<file path="src/rtl/fft_peak_detect.sv">
// fft_peak_detect: per-bin approximate magnitude (max + min/2) and per-frame
// peak search over NBINS consecutive FFT bins, with bin-sequence checking.
// Optional build macro FFT_PEAK_SKIP_DC_EN excludes bin 0 (DC) from the peak
// search while still using it to start and sequence-check the frame.
module fft_peak_detect #(
   parameter int WIDTH = 16,
   parameter int NBINS = 8,
   parameter int IDX_W = 3
) (
   input  logic                    fastclk,
   input  logic                    rst_n,
   input  logic                    in_valid,
   input  logic signed [WIDTH-1:0] in_re,
   input  logic signed [WIDTH-1:0] in_im,
   input  logic [IDX_W-1:0]        in_index,
   output logic                    peak_valid,
   output logic [IDX_W-1:0]        peak_index,
   output logic [WIDTH-1:0]        peak_mag,
   output logic                    frame_err
);

   localparam logic [IDX_W-1:0] LAST_IDX = IDX_W'(NBINS - 1);

   // |x| as unsigned; the most negative input maps to 2^(WIDTH-1) exactly.
   function automatic logic [WIDTH-1:0] abs_val(input logic signed [WIDTH-1:0] x);
      logic [WIDTH-1:0] u;
      u = x;
      return x[WIDTH-1] ? (~u + WIDTH'(1)) : u;
   endfunction

   // max(a,b) + min(a,b)/2 with a truncating shift; bounded to 1.5*2^(WIDTH-1).
   function automatic logic [WIDTH-1:0] approx_mag(input logic [WIDTH-1:0] a,
                                                   input logic [WIDTH-1:0] b);
      logic [WIDTH-1:0] hi, lo;
      hi = (a >= b) ? a : b;
      lo = (a >= b) ? b : a;
      return hi + (lo >> 1);
   endfunction

   typedef enum logic {IDLE, ACCUM} state_t;

   state_t           state, state_nxt;
   logic [IDX_W-1:0] exp_idx, exp_nxt;
   logic             ld, upd, done, err;
   logic             ld_max, upd_max;

   logic             vld_p1;
   logic [WIDTH-1:0] a_p1, b_p1;
   logic [IDX_W-1:0] idx_p1;

   logic [WIDTH-1:0] mag_p2;
   logic [IDX_W-1:0] idx_p2;
   logic             ld_p2, upd_p2, done_p2, err_p2;

   logic             done_p3;
   logic [WIDTH-1:0] run_max;
   logic [IDX_W-1:0] run_idx;

   // ---- stage 1: component magnitudes, index and valid registered together
   // Capture |re|, |im| and the bin index for every strobe.
   always_ff @(posedge fastclk) begin
      if (!rst_n) vld_p1 <= 1'b0;
      else        vld_p1 <= in_valid;
      a_p1   <= abs_val(in_re);
      b_p1   <= abs_val(in_im);
      idx_p1 <= in_index;
   end

   // Sequence checker: decide what each stage-1 bin does to the running max.
   always_comb begin
      state_nxt = state;
      exp_nxt   = exp_idx;
      ld        = 1'b0;
      upd       = 1'b0;
      done      = 1'b0;
      err       = 1'b0;
      if (vld_p1) begin
         case (state)
            IDLE: begin
               if (idx_p1 == '0) begin
                  ld        = 1'b1;
                  exp_nxt   = IDX_W'(1);
                  state_nxt = ACCUM;
               end
            end
            ACCUM: begin
               if (idx_p1 == exp_idx) begin
                  upd     = 1'b1;
                  exp_nxt = exp_idx + 1'b1;
                  if (idx_p1 == LAST_IDX) begin
                     done      = 1'b1;
                     state_nxt = IDLE;
                  end
               end else if (idx_p1 == '0) begin
                  // premature restart: drop the partial frame, this bin opens a new one
                  err     = 1'b1;
                  ld      = 1'b1;
                  exp_nxt = IDX_W'(1);
               end else begin
                  err       = 1'b1;
                  state_nxt = IDLE;
               end
            end
            default: state_nxt = IDLE;
         endcase
      end
   end

`ifdef FFT_PEAK_SKIP_DC_EN
   // DC only opens the frame; bin 1 seeds the running max.
   assign ld_max  = upd && (idx_p1 == IDX_W'(1));
   assign upd_max = upd && (idx_p1 != IDX_W'(1));
`else
   assign ld_max  = ld;
   assign upd_max = upd;
`endif

   // ---- stage 2: magnitude plus the per-bin action from the sequence checker
   // Register FSM state, per-bin actions and the approximate magnitude.
   always_ff @(posedge fastclk) begin
      if (!rst_n) begin
         state   <= IDLE;
         exp_idx <= '0;
         ld_p2   <= 1'b0;
         upd_p2  <= 1'b0;
         done_p2 <= 1'b0;
         err_p2  <= 1'b0;
      end else begin
         state   <= state_nxt;
         exp_idx <= exp_nxt;
         ld_p2   <= ld_max;
         upd_p2  <= upd_max;
         done_p2 <= done;
         err_p2  <= err;
      end
      mag_p2 <= approx_mag(a_p1, b_p1);
      idx_p2 <= idx_p1;
   end

   // ---- stage 3: running max update, error pulse, completion flag
   // Strict compare so equal magnitudes keep the earlier (lower) bin.
   always_ff @(posedge fastclk) begin
      if (!rst_n) begin
         done_p3   <= 1'b0;
         frame_err <= 1'b0;
      end else begin
         done_p3   <= done_p2;
         frame_err <= err_p2;
      end
      if (ld_p2 || (upd_p2 && (mag_p2 > run_max))) begin
         run_max <= mag_p2;
         run_idx <= idx_p2;
      end
   end

   // ---- output register: publish the finished frame's peak, hold otherwise
   // A new frame's bin 0 may load run_max on this same edge; the old value is captured.
   always_ff @(posedge fastclk) begin
      if (!rst_n) begin
         peak_valid <= 1'b0;
         peak_index <= '0;
         peak_mag   <= '0;
      end else begin
         peak_valid <= done_p3;
         if (done_p3) begin
            peak_index <= run_idx;
            peak_mag   <= run_max;
         end
      end
   end

endmodule

</file>
<file path="config.mk">
export PLATFORM = sky130hd
export DESIGN_NAME = fft_peak_detect
export DESIGN_NICKNAME = d
export VERILOG_FILES = /design/src/rtl/fft_peak_detect.sv
export SDC_FILE = /design/constraint.sdc
export NUM_CORES = 1
export LEC_CHECK = 0
export BUFFER_PORTS_ARGS = -buffer_cell sky130_fd_sc_hd__buf_2
export CELL_PAD_IN_SITES_DETAIL_PLACEMENT = 0
export CELL_PAD_IN_SITES_GLOBAL_PLACEMENT = 1
export CORE_MARGIN = 2
export CORE_UTILIZATION = 40
export CTS_CLUSTER_DIAMETER = 40
export DETAILED_ROUTE_END_ITERATION = 8
export HOLD_SLACK_MARGIN = 0.08
export PLACE_DENSITY_LB_ADDON = 0.1
export SLEW_MARGIN = 20
export SYNTH_ARGS = -nofsm -noshare
export SYNTH_HDL_FRONTEND = slang
export SYNTH_SLANG_ARGS = --single-unit
</file>
<file path="constraint.sdc">
create_clock -name fastclk -period 5 [get_ports fastclk]
set_clock_uncertainty 0.05 [all_clocks]
set_input_delay 0.25 -clock fastclk [delete_from_list [all_inputs] [get_ports fastclk]]
set_output_delay 0.25 -clock fastclk [all_outputs]
set_load 0.02 [all_outputs]
</file>
Word-level counts from Yosys, hierarchy flattened
Index checks and enable logic that the tools add are counted.
- register bits: 104
- bits of input ports: 38
- output and inout bits: 21
- logic and storage cells: 54
- add/subtract/negate cells: 4
- $lt $le $gt $ge: 2
- eq/ne operators: 2
- multiplexer cells: 16
- bitwise gates (word level): 3
- reduce and logical (&&, ||, !) cells: 6
- operators with widths (operator ; number):
    $add A16 B1 Y16 const B ; 2
    $mux W16 ; 2
    $not A16 Y16 ; 2
    $mux W15 ; 2
    $add A16 B15 Y16 ; 1
    $ge A16 B16 Y1 ; 1
    $gt A16 B16 Y1 ; 1
    $mux W1 ; 7
    $mux W3 ; 2
    $pmux W3 S2 ; 1
    $pmux W1 S2 ; 2
    $reduce_and A4 Y1 ; 1
    $add A3 B1 Y3 const B ; 1
    $eq A3 B3 Y1 ; 1
    $eq A3 B3 Y1 const B ; 1
    $logic_not A3 Y1 ; 1
    $reduce_and A3 Y1 ; 1
    $reduce_and A2 Y1 ; 1
    $logic_and A1 B1 Y1 ; 1
    $logic_or A1 B1 Y1 ; 1
    $not A1 Y1 ; 1

Depth between registers and ports, before layout
Gate-level depths: netlist of run 1.
- word-level depth: 4
- depth in mapped cells: 18

Worst setup path before layout of run 1
Ideal clock, no wire load.
- path type: flip-flop to flip-flop
- from: register a_p1[0]
- to: register mag_p2[10]
- arrival: 3.553 ns
- slack: 1.291 ns
- stages on the path, launching flop included: 16
- path buffers: 1
- clock period less this slack: 3.709 ns
- cells stage by stage: dfxtp_1 inv_1 ha_1 nand2b_1 a2111oi_0 o211ai_1 a21boi_0 o21ai_2 buf_6 mux2_2 ha_1 a21oi_1 nor3b_1 a211oi_1 or4_1 o311ai_0
- word-level cells in the longest chain between the ends: 3
- elaborated cells between the ends (all ways): 4
- classes of those cells: add/sub: 1; order compare: 1; mux: 2
- RTL lines (element ; line ; source):
    start, declared ; 48 ; logic [WIDTH-1:0] a_p1, b_p1;
    start signal, assigned ; 64 ; a_p1 <= abs_val(in_re);
    $ge A16 B16 Y1 ; 35, 36 ;
    $mux W16 (on tied branches) ; 35, 36 ;
    $add A16 B15 Y16 (*) ; 37 ; return hi + (lo >> 1);
    end signal, assigned ; 136 ; mag_p2 <= approx_mag(a_p1, b_p1);
    end, declared ; 51 ; logic [WIDTH-1:0] mag_p2;
Mark *: on every way between the ends. The rest lies on a longest branch, timed or not.
A chain may end at the register's enable or synchronous reset.

Worst setup path in the final report of run 1
- from: register b_p1[2]
- to: register mag_p2[10]
- word-level cells in the longest chain between the ends: 3
- elaborated cells between the ends (all ways): 4
- classes of those cells: add/sub: 1; order compare: 1; mux: 2
- RTL lines (element ; line ; source):
    start, declared ; 48 ;
    start signal, assigned ; 65 ; b_p1 <= abs_val(in_im);
    $ge A16 B16 Y1 ; 35, 36 ;
    $mux W16 (on tied branches) ; 35, 36 ;
    $add A16 B15 Y16 (*) ; 37 ;
Marked as above.

==> flow_metrics.env, run 1 <==
export IMPL_status="completed"
export IMPL_worstSkewPairLatency_ns=0.35
export IMPL_min_period_ns=4.330
export IMPL_areaGrowthSynthToFinish_pct=17.94
export IMPL_worstPathArrival_ns=4.53
export IMPL_powerDensity_nw_per_um2=396.4
export IMPL_maxCapViolations=0
export IMPL_post_cts_resized=0
export IMPL_cts_path_max_buffers=2
export IMPL_synth_distinct_cells=59
export IMPL_antenna_found_initial=0
export IMPL_grt_pass1_wl_um=16890
export IMPL_detailed_place_hpwl_um=7835
export IMPL_synth_area_um2=5418
export IMPL_n_fill_cell=1271
export IMPL_avgViaCountPerCell=4.839
export IMPL_slew_headroom_pct=41.73
export IMPL_rsz0062_at_grt="false"
export IMPL_drive_above_1_share_pct=18.92
export IMPL_die_x_um=120.4
export IMPL_drv_slew=0
export IMPL_cts_tree="yes"
export IMPL_setup_tns_ns=0
export IMPL_cts_root_buf="clkbuf_16"
export IMPL_total_leakage_power_nw=2.669
export IMPL_fin_crit_sh_pct=86.59
export IMPL_synthArstFlopShare_pct=0
export IMPL_firstDrtPassIters=4
export IMPL_cts_buffers=9
export IMPL_gp_congestion=0.7895
export IMPL_cp_end_kind="register"
export IMPL_synthMostInstantiatedCell="dfxtp_1"
export IMPL_grt_overflow=0
export IMPL_fmax_mhz=231.0
export IMPL_worstPathRequired_ns=5.20
export IMPL_first_global_vias=3638
export IMPL_setup_violations=0
export IMPL_start_util_pct=40.91
export IMPL_die_y_um=120.4
export IMPL_drc=0
export IMPL_io_buffers=58
export IMPL_drt_wl_total_um=9877
export IMPL_cts_sinks=104
export IMPL_synth_nets=617
export IMPL_synthTopCellsByCount="dfxtp_1 (85), ha_1 (50), inv_1 (47)"
export IMPL_worst_hold_path_type="in2reg"
export IMPL_clk_pin_slew_ns=0.07
export IMPL_synth_edff_count=19
export IMPL_track_usage_pct=14.64
export IMPL_synthFlopType="dfxtp_1"
export IMPL_io_pins=59
export IMPL_postCtsSetupBuffers=0
export IMPL_synth_largest_area_cell="dfxtp_1"
export IMPL_hold_violations=0
export IMPL_vias=3818
export IMPL_power_w=0.002533
export IMPL_ant_nets=0
export IMPL_max_vdd_ir_drop_v=0.0001956
export IMPL_postSynthAreaPerCell_um2=10.26
export IMPL_diodes=0
export IMPL_routedWlPerCell_um=12.52
export IMPL_cp_max_fo=19
export IMPL_whs_ns=0.07738
export IMPL_fin_ws_ns=0.6703
export IMPL_die_area_um2=14490
export IMPL_synth_seq_cells=104
export IMPL_rows=42
export IMPL_grt_start_max_net_pins=31
export IMPL_critPathKind="reg2reg"
export IMPL_yosysWarnings=0
export IMPL_synth_top_area_share_pct=31.41
export IMPL_tightest_slew_ns=0.8740
export IMPL_start_kind="register"
export IMPL_syn_instance_count=528
export IMPL_ys_seq_area_share_pct=41.94
export IMPL_preCtsSetupSlack_ns=0.6996
export IMPL_core_area_um2=13240
export IMPL_initialDrtViolationCount=145
export IMPL_fin_nets=697
export IMPL_synthTopCellsByArea="dfxtp_1 (31%), ha_1 (12%), edfxtp_1 (11%)"
export IMPL_htree_num_levels=3
-- logic make-up after synthesis --
| kind of cell | Yosys count | synth area share (%) |
|---|---|---|
| compound gates | 92 | 11.48 |
| xor+xnor | 38 | 6.143 |
| fa+ha+maj | 51 | 11.92 |
| buf+inv | 58 | 4.573 |
| flops | 104 | 41.94 |
| mux | 52 | 10.28 |
| simple gates | 133 | 13.67 |
-- per-stage QoR --
step	std cells	cell area, µm²	utilization, %
floorplan	528	5418	-
global placement	752	5871	44.33
detailed placement	752	5879	44.40
CTS	789	6389	48.24
global route	789	6390	48.25
finish	789	6390	48.25
-- where the power goes --
| part | internal (W) | total, W | leakage [nW] | switching [W] |
|---|---|---|---|---|
| combinational | 0.000390 | 0.000800 | 1.65 | 0.000410 |
| clock | 0.000354 | 0.000691 | 0.147 | 0.000337 |
| sequential | 0.000976 | 0.00104 | 0.876 | 0.0000656 |
-- final cells by class --
cell class                      instances  area (µm²)  area share (%)
Clock buffer                            9       225.2           3.525
Sequential cell                       104        2273           35.58
Timing Repair Buffer                   80       508.0           7.950
Clock inverter                          7       73.82           1.155
Multi-Input combinational cell        366        2913           45.58
Inverter                               47       176.4           2.761
Tap cell                              176       220.2           3.446
-- final timing paths --
path	from	endpoint	slack [ns]	cells after the start
setup / recovery	b_p1[2]$_DFF_P_	mag_p2[10]$_DFF_P_	0.67	14
hold / removal	in_im[9]	b_p1[9]$_DFF_P_	0.08	2
setup reg to reg	b_p1[2]$_DFF_P_	mag_p2[10]$_DFF_P_	0.67	14
hold reg to reg	idx_p2[2]$_DFF_P_	run_idx[2]$_DFFE_PP_	0.36	0
-- worst max-delay path, stage by stage, from the launching register on --
cell	delay [ns]
dfxtp_1	0.37
inv_1	0.06
ha_1	0.26
o21a_1	0.09
o21ai_0	0.06
o211ai_1	0.25
a21boi_0	0.16
o21ai_2	0.70
mux2_2	0.42
ha_1	0.34
a21oi_1	0.26
nor3b_1	0.51
a211oi_1	0.17
or4_1	0.41
o311ai_0	0.10
-- per-layer routing --
layer | up-vias | global-route usage [%] | part of all wire [%]
met5 | - | 0 | 0
met4 | 0 | 6.323 | 1.9
met3 | 10 | 2.264 | 3.4
met2 | 80 | 23.48 | 44
met1 | 1702 | 19.57 | 51
li1 | 2026 | - | -
-- sequential cells by signal (all words and copies together), names as in the netlist, 16 cells and up --
name	flops
a_p1	16
b_p1	16
mag_p2	16
peak_mag	16
run_max	16
-- cells in the final DEF, fill, tap and decap left out, drive strengths merged, types with 4 or more instances in the layout --
master and count:
xnor2 29, edfxtp 19, buf 59, dlygate4sd3 21
nor3 9, o21a 8, and2 6, a21oi 21
nand4 6, o31ai 8, nand2b 4, o21ai 20
nand3 9, xor2 9, mux2i 23, mux2 29
nor2 20, a211oi 5, inv 51, nor2b 26
or3 7, dfxtp 85, clkbuf 9, ha 50
a21o 5, a21boi 4, nand2 28
-- timing repair --
item,4_1_cts,5_1_grt
endpoints found under the setup margin,0,0
hold endpoints to repair,23,0
hold buffers,21,0
Note: power is estimated with default switching activity, not from simulation.
==> run 2, diff against run 1 <==
--- a/config.mk
+++ b/config.mk
@@ -13,7 +13,7 @@
 export CTS_CLUSTER_DIAMETER = 40
 export DETAILED_ROUTE_END_ITERATION = 8
 export HOLD_SLACK_MARGIN = 0.08
-export PLACE_DENSITY_LB_ADDON = 0.1
+export PLACE_DENSITY = 0.83
 export SLEW_MARGIN = 20
 export SYNTH_ARGS = -nofsm -noshare
 export SYNTH_HDL_FRONTEND = slang
==> run 2 against run 1 <==
  * Utilization about the same
  * Critical path type unchanged
  * Critical path depth unchanged
  * Sequential share of layout area about the same
  * Clock power decreased by 3.6%
  * Largest cell class unchanged
  * Sequential power about the same
  * Setup slack got worse by 0.091 ns
  * Routed wire length increased by 7.0%
  * Power decreased by 0.32%
  * Largest power group unchanged
  * Cell area about the same
  * Die area unchanged
  * Hold slack improved by 0.026 ns
  * Final cell count increased by 0.25%
==> flow_metrics.env, run 2 (same netlist as run 1, synthesis figures left out) <==
export IMPL_crit_path_top_delay_cell="o21ai_2"
export IMPL_crit_family="compound AO/OA/AOI/OAI gates"
export IMPL_die_area_um2=14490
export IMPL_pwr_share_seq_pct=41.3
export IMPL_track_usage_pct=15.62
export IMPL_powerDensity_nw_per_um2=394.9
export IMPL_cts_buffers=9
export IMPL_whs_path_depth=2
export IMPL_worstSkewPairLatency_ns=0.34
export IMPL_initialDrtViolationCount=182
export IMPL_status="completed"
export IMPL_rows=42
export IMPL_cts_sinks=104
export IMPL_worstHoldStart="in_im[12]"
export IMPL_worst_hold_path_type="in2reg"
export IMPL_n_fill_cell=1240
export IMPL_placed_cells=753
export IMPL_core_area_um2=13240
export IMPL_cts_root_buf="clkbuf_16"
export IMPL_fin_nets=699
export IMPL_rsz0062_at_grt="false"
export IMPL_fin_ws_ns=0.5797
export IMPL_slew_headroom_pct=42.63
export IMPL_ant_nets=0
export IMPL_first_global_vias=4035
export IMPL_setup_tns_ns=0
export IMPL_clk_pin_slew_ns=0.07
export IMPL_gp_congestion=0.8453
export IMPL_preCtsSetupSlack_ns=0.6625
export IMPL_instances_no_fill=791
export IMPL_cp_max_fo=19
export IMPL_drv_slew=0
export IMPL_grt_start_max_net_pins=31
export IMPL_p_sw_w=0.0008076
export IMPL_diodes=0
export IMPL_p_int_w=0.001717
export IMPL_post_cts_resized=0
export IMPL_hold_violations=0
export IMPL_cts_tree="yes"
export IMPL_detailed_place_hpwl_um=7938
export IMPL_fin_crit_sh_pct=88.41
export IMPL_areaGrowthSynthToFinish_pct=18.01
export IMPL_pwr_share_clk_pct=26.4
export IMPL_critPathKind="reg2reg"
export IMPL_grt_pass1_wl_um=18410
export IMPL_total_leakage_power_nw=2.674
export IMPL_fmax_mhz=226.2
export IMPL_firstDrtPassIters=4
export IMPL_mostFrequentLayoutCells="dfxtp_1 (84), buf_2 (58), ha_1 (50)"
export IMPL_reg2reg_depth=14
export IMPL_hold_end="b_p1[12]$_DFF_P_"
export IMPL_worstReg2RegEnd="mag_p2[10]$_DFF_P_"
export IMPL_min_period_ns=4.420
export IMPL_final_common_cell="dfxtp_1"
export IMPL_combPwrFrac_pct=32.4
export IMPL_start_util_pct=40.91
export IMPL_antenna_found_initial=0
export IMPL_postCtsSetupBuffers=0
export IMPL_max_stage_delay_ns=0.70
export IMPL_drt_wl_total_um=10570
export IMPL_grt_overflow=0
export IMPL_crit_path_frequent_cell="ha_1"
export IMPL_htree_num_levels=3
export IMPL_vias=3913
export IMPL_avgViaCountPerCell=4.947
export IMPL_r2r_start="b_p1[2]$_DFF_P_"
export IMPL_die_x_um=120.4
export IMPL_max_vdd_ir_drop_v=0.0002160
export IMPL_switching_share_pct=31.98
export IMPL_io_buffers=58
export IMPL_maxCapViolations=0
export IMPL_cts_path_max_buffers=2
export IMPL_setup_violations=0
export IMPL_worstPathRequired_ns=5.18
export IMPL_io_pins=59
export IMPL_crit_chain="inv_1 > ha_1 > o21a_1 > o21ai_0 > o211ai_1 > a21boi_0 > o21ai_2 > mux2_2 > ha_1 > a21oi_1 > nor3b_1 > a211oi_1 > or4_1 > o311ai_0"
export IMPL_routedWlPerCell_um=13.36
export IMPL_worstPathArrival_ns=4.60
export IMPL_start_kind="register"
export IMPL_power_w=0.002525
export IMPL_critical_path_buf_inv_count=1
export IMPL_drc=0
export IMPL_cp_end_kind="register"
export IMPL_drive_above_1_share_pct=18.86
export IMPL_die_y_um=120.4
export IMPL_tightest_slew_ns=0.8605
export IMPL_r2r_setup_slack_ns=0.58
run 2: cell types whose count changed in the layout (fill, tap and decap cells not counted), sizes merged:
cell and delta:
buf +1, clkinv +2, dlygate4sd3 +1, inv -2
run 2: worst max path at each step:
stage	slack [ns]	endpoint	start	cells past startpoint
after floorplan	1.29	mag_p2[10]$_DFF_P_	a_p1[0]$_DFF_P_	15
after global placement	0.82	mag_p2[10]$_DFF_P_	b_p1[2]$_DFF_P_	14
after detailed placement	0.66	mag_p2[10]$_DFF_P_	b_p1[2]$_DFF_P_	14
after CTS	0.62	mag_p2[10]$_DFF_P_	b_p1[2]$_DFF_P_	14
after global routing	0.24	mag_p2[10]$_DFF_P_	b_p1[2]$_DFF_P_	14
final	0.58	mag_p2[10]$_DFF_P_	b_p1[2]$_DFF_P_	14
run 2: cell type report:
| cell class | count | area [µm²] | area share, % |
|---|---|---|---|
| multi-input cells | 366 | 2904 | 45.42 |
| flip-flops and latches | 104 | 2273 | 35.56 |
| repair buffers | 82 | 525.5 | 8.219 |
| clock buffers | 9 | 225.2 | 3.523 |
| well taps | 176 | 220.2 | 3.444 |
| inverters | 47 | 176.4 | 2.759 |
| clock inverters | 7 | 68.82 | 1.076 |
run 2: per-layer routing:
| layer | GRT usage [%] | wire [µm] | vias to the layer above |
|---|---|---|---|
| met1 | 18.72 | 4958 | 1794 |
| met4 | 4.578 | 119 | 0 |
| li1 | - | - | 2023 |
| met2 | 27.54 | 5066 | 88 |
| met3 | 3.915 | 425 | 8 |
| met5 | 0 | 0 | - |
run 2: timing repair:
action	4_1_cts	5_1_grt
hold buffers	22	0
setup endpoints to repair	0	0
endpoints found under the hold margin	24	0
run 2: worst register-to-register path, stage by stage (launching register included):
cell and delay, ns:
dfxtp_1 0.38, inv_1 0.06, ha_1 0.27, o21a_1 0.10
o21ai_0 0.07, o211ai_1 0.27, a21boi_0 0.17, o21ai_2 0.70
mux2_2 0.42, ha_1 0.35, a21oi_1 0.27, nor3b_1 0.48
a211oi_1 0.18, or4_1 0.44, o311ai_0 0.12
run 2: power by group through the flow:
| stage | Sequential, W | Clock [W] | Combinational (W) |
|---|---|---|---|
| final | 0.00104 | 0.000666 | 0.000817 |
| after global routing | 0.00106 | 0.000722 | 0.000926 |
| after CTS | 0.00104 | 0.000689 | 0.000815 |
| after detailed placement | 0.00106 | 0 | 0.000790 |
| after global placement | 0.00106 | 0 | 0.000761 |
| after floorplan | 0.00104 | 0 | 0.000640 |
run 2: stage by stage:
step	instance area, µm²	hold WS (ns)	utilization [%]
finish	6394	0.1033	48.28
global route	6394	0.09468	48.28
CTS	6392	0.08352	48.27
detailed placement	5878	0.3052	44.39
global placement	5878	0.3045	44.39
floorplan	5418	0.2277	-
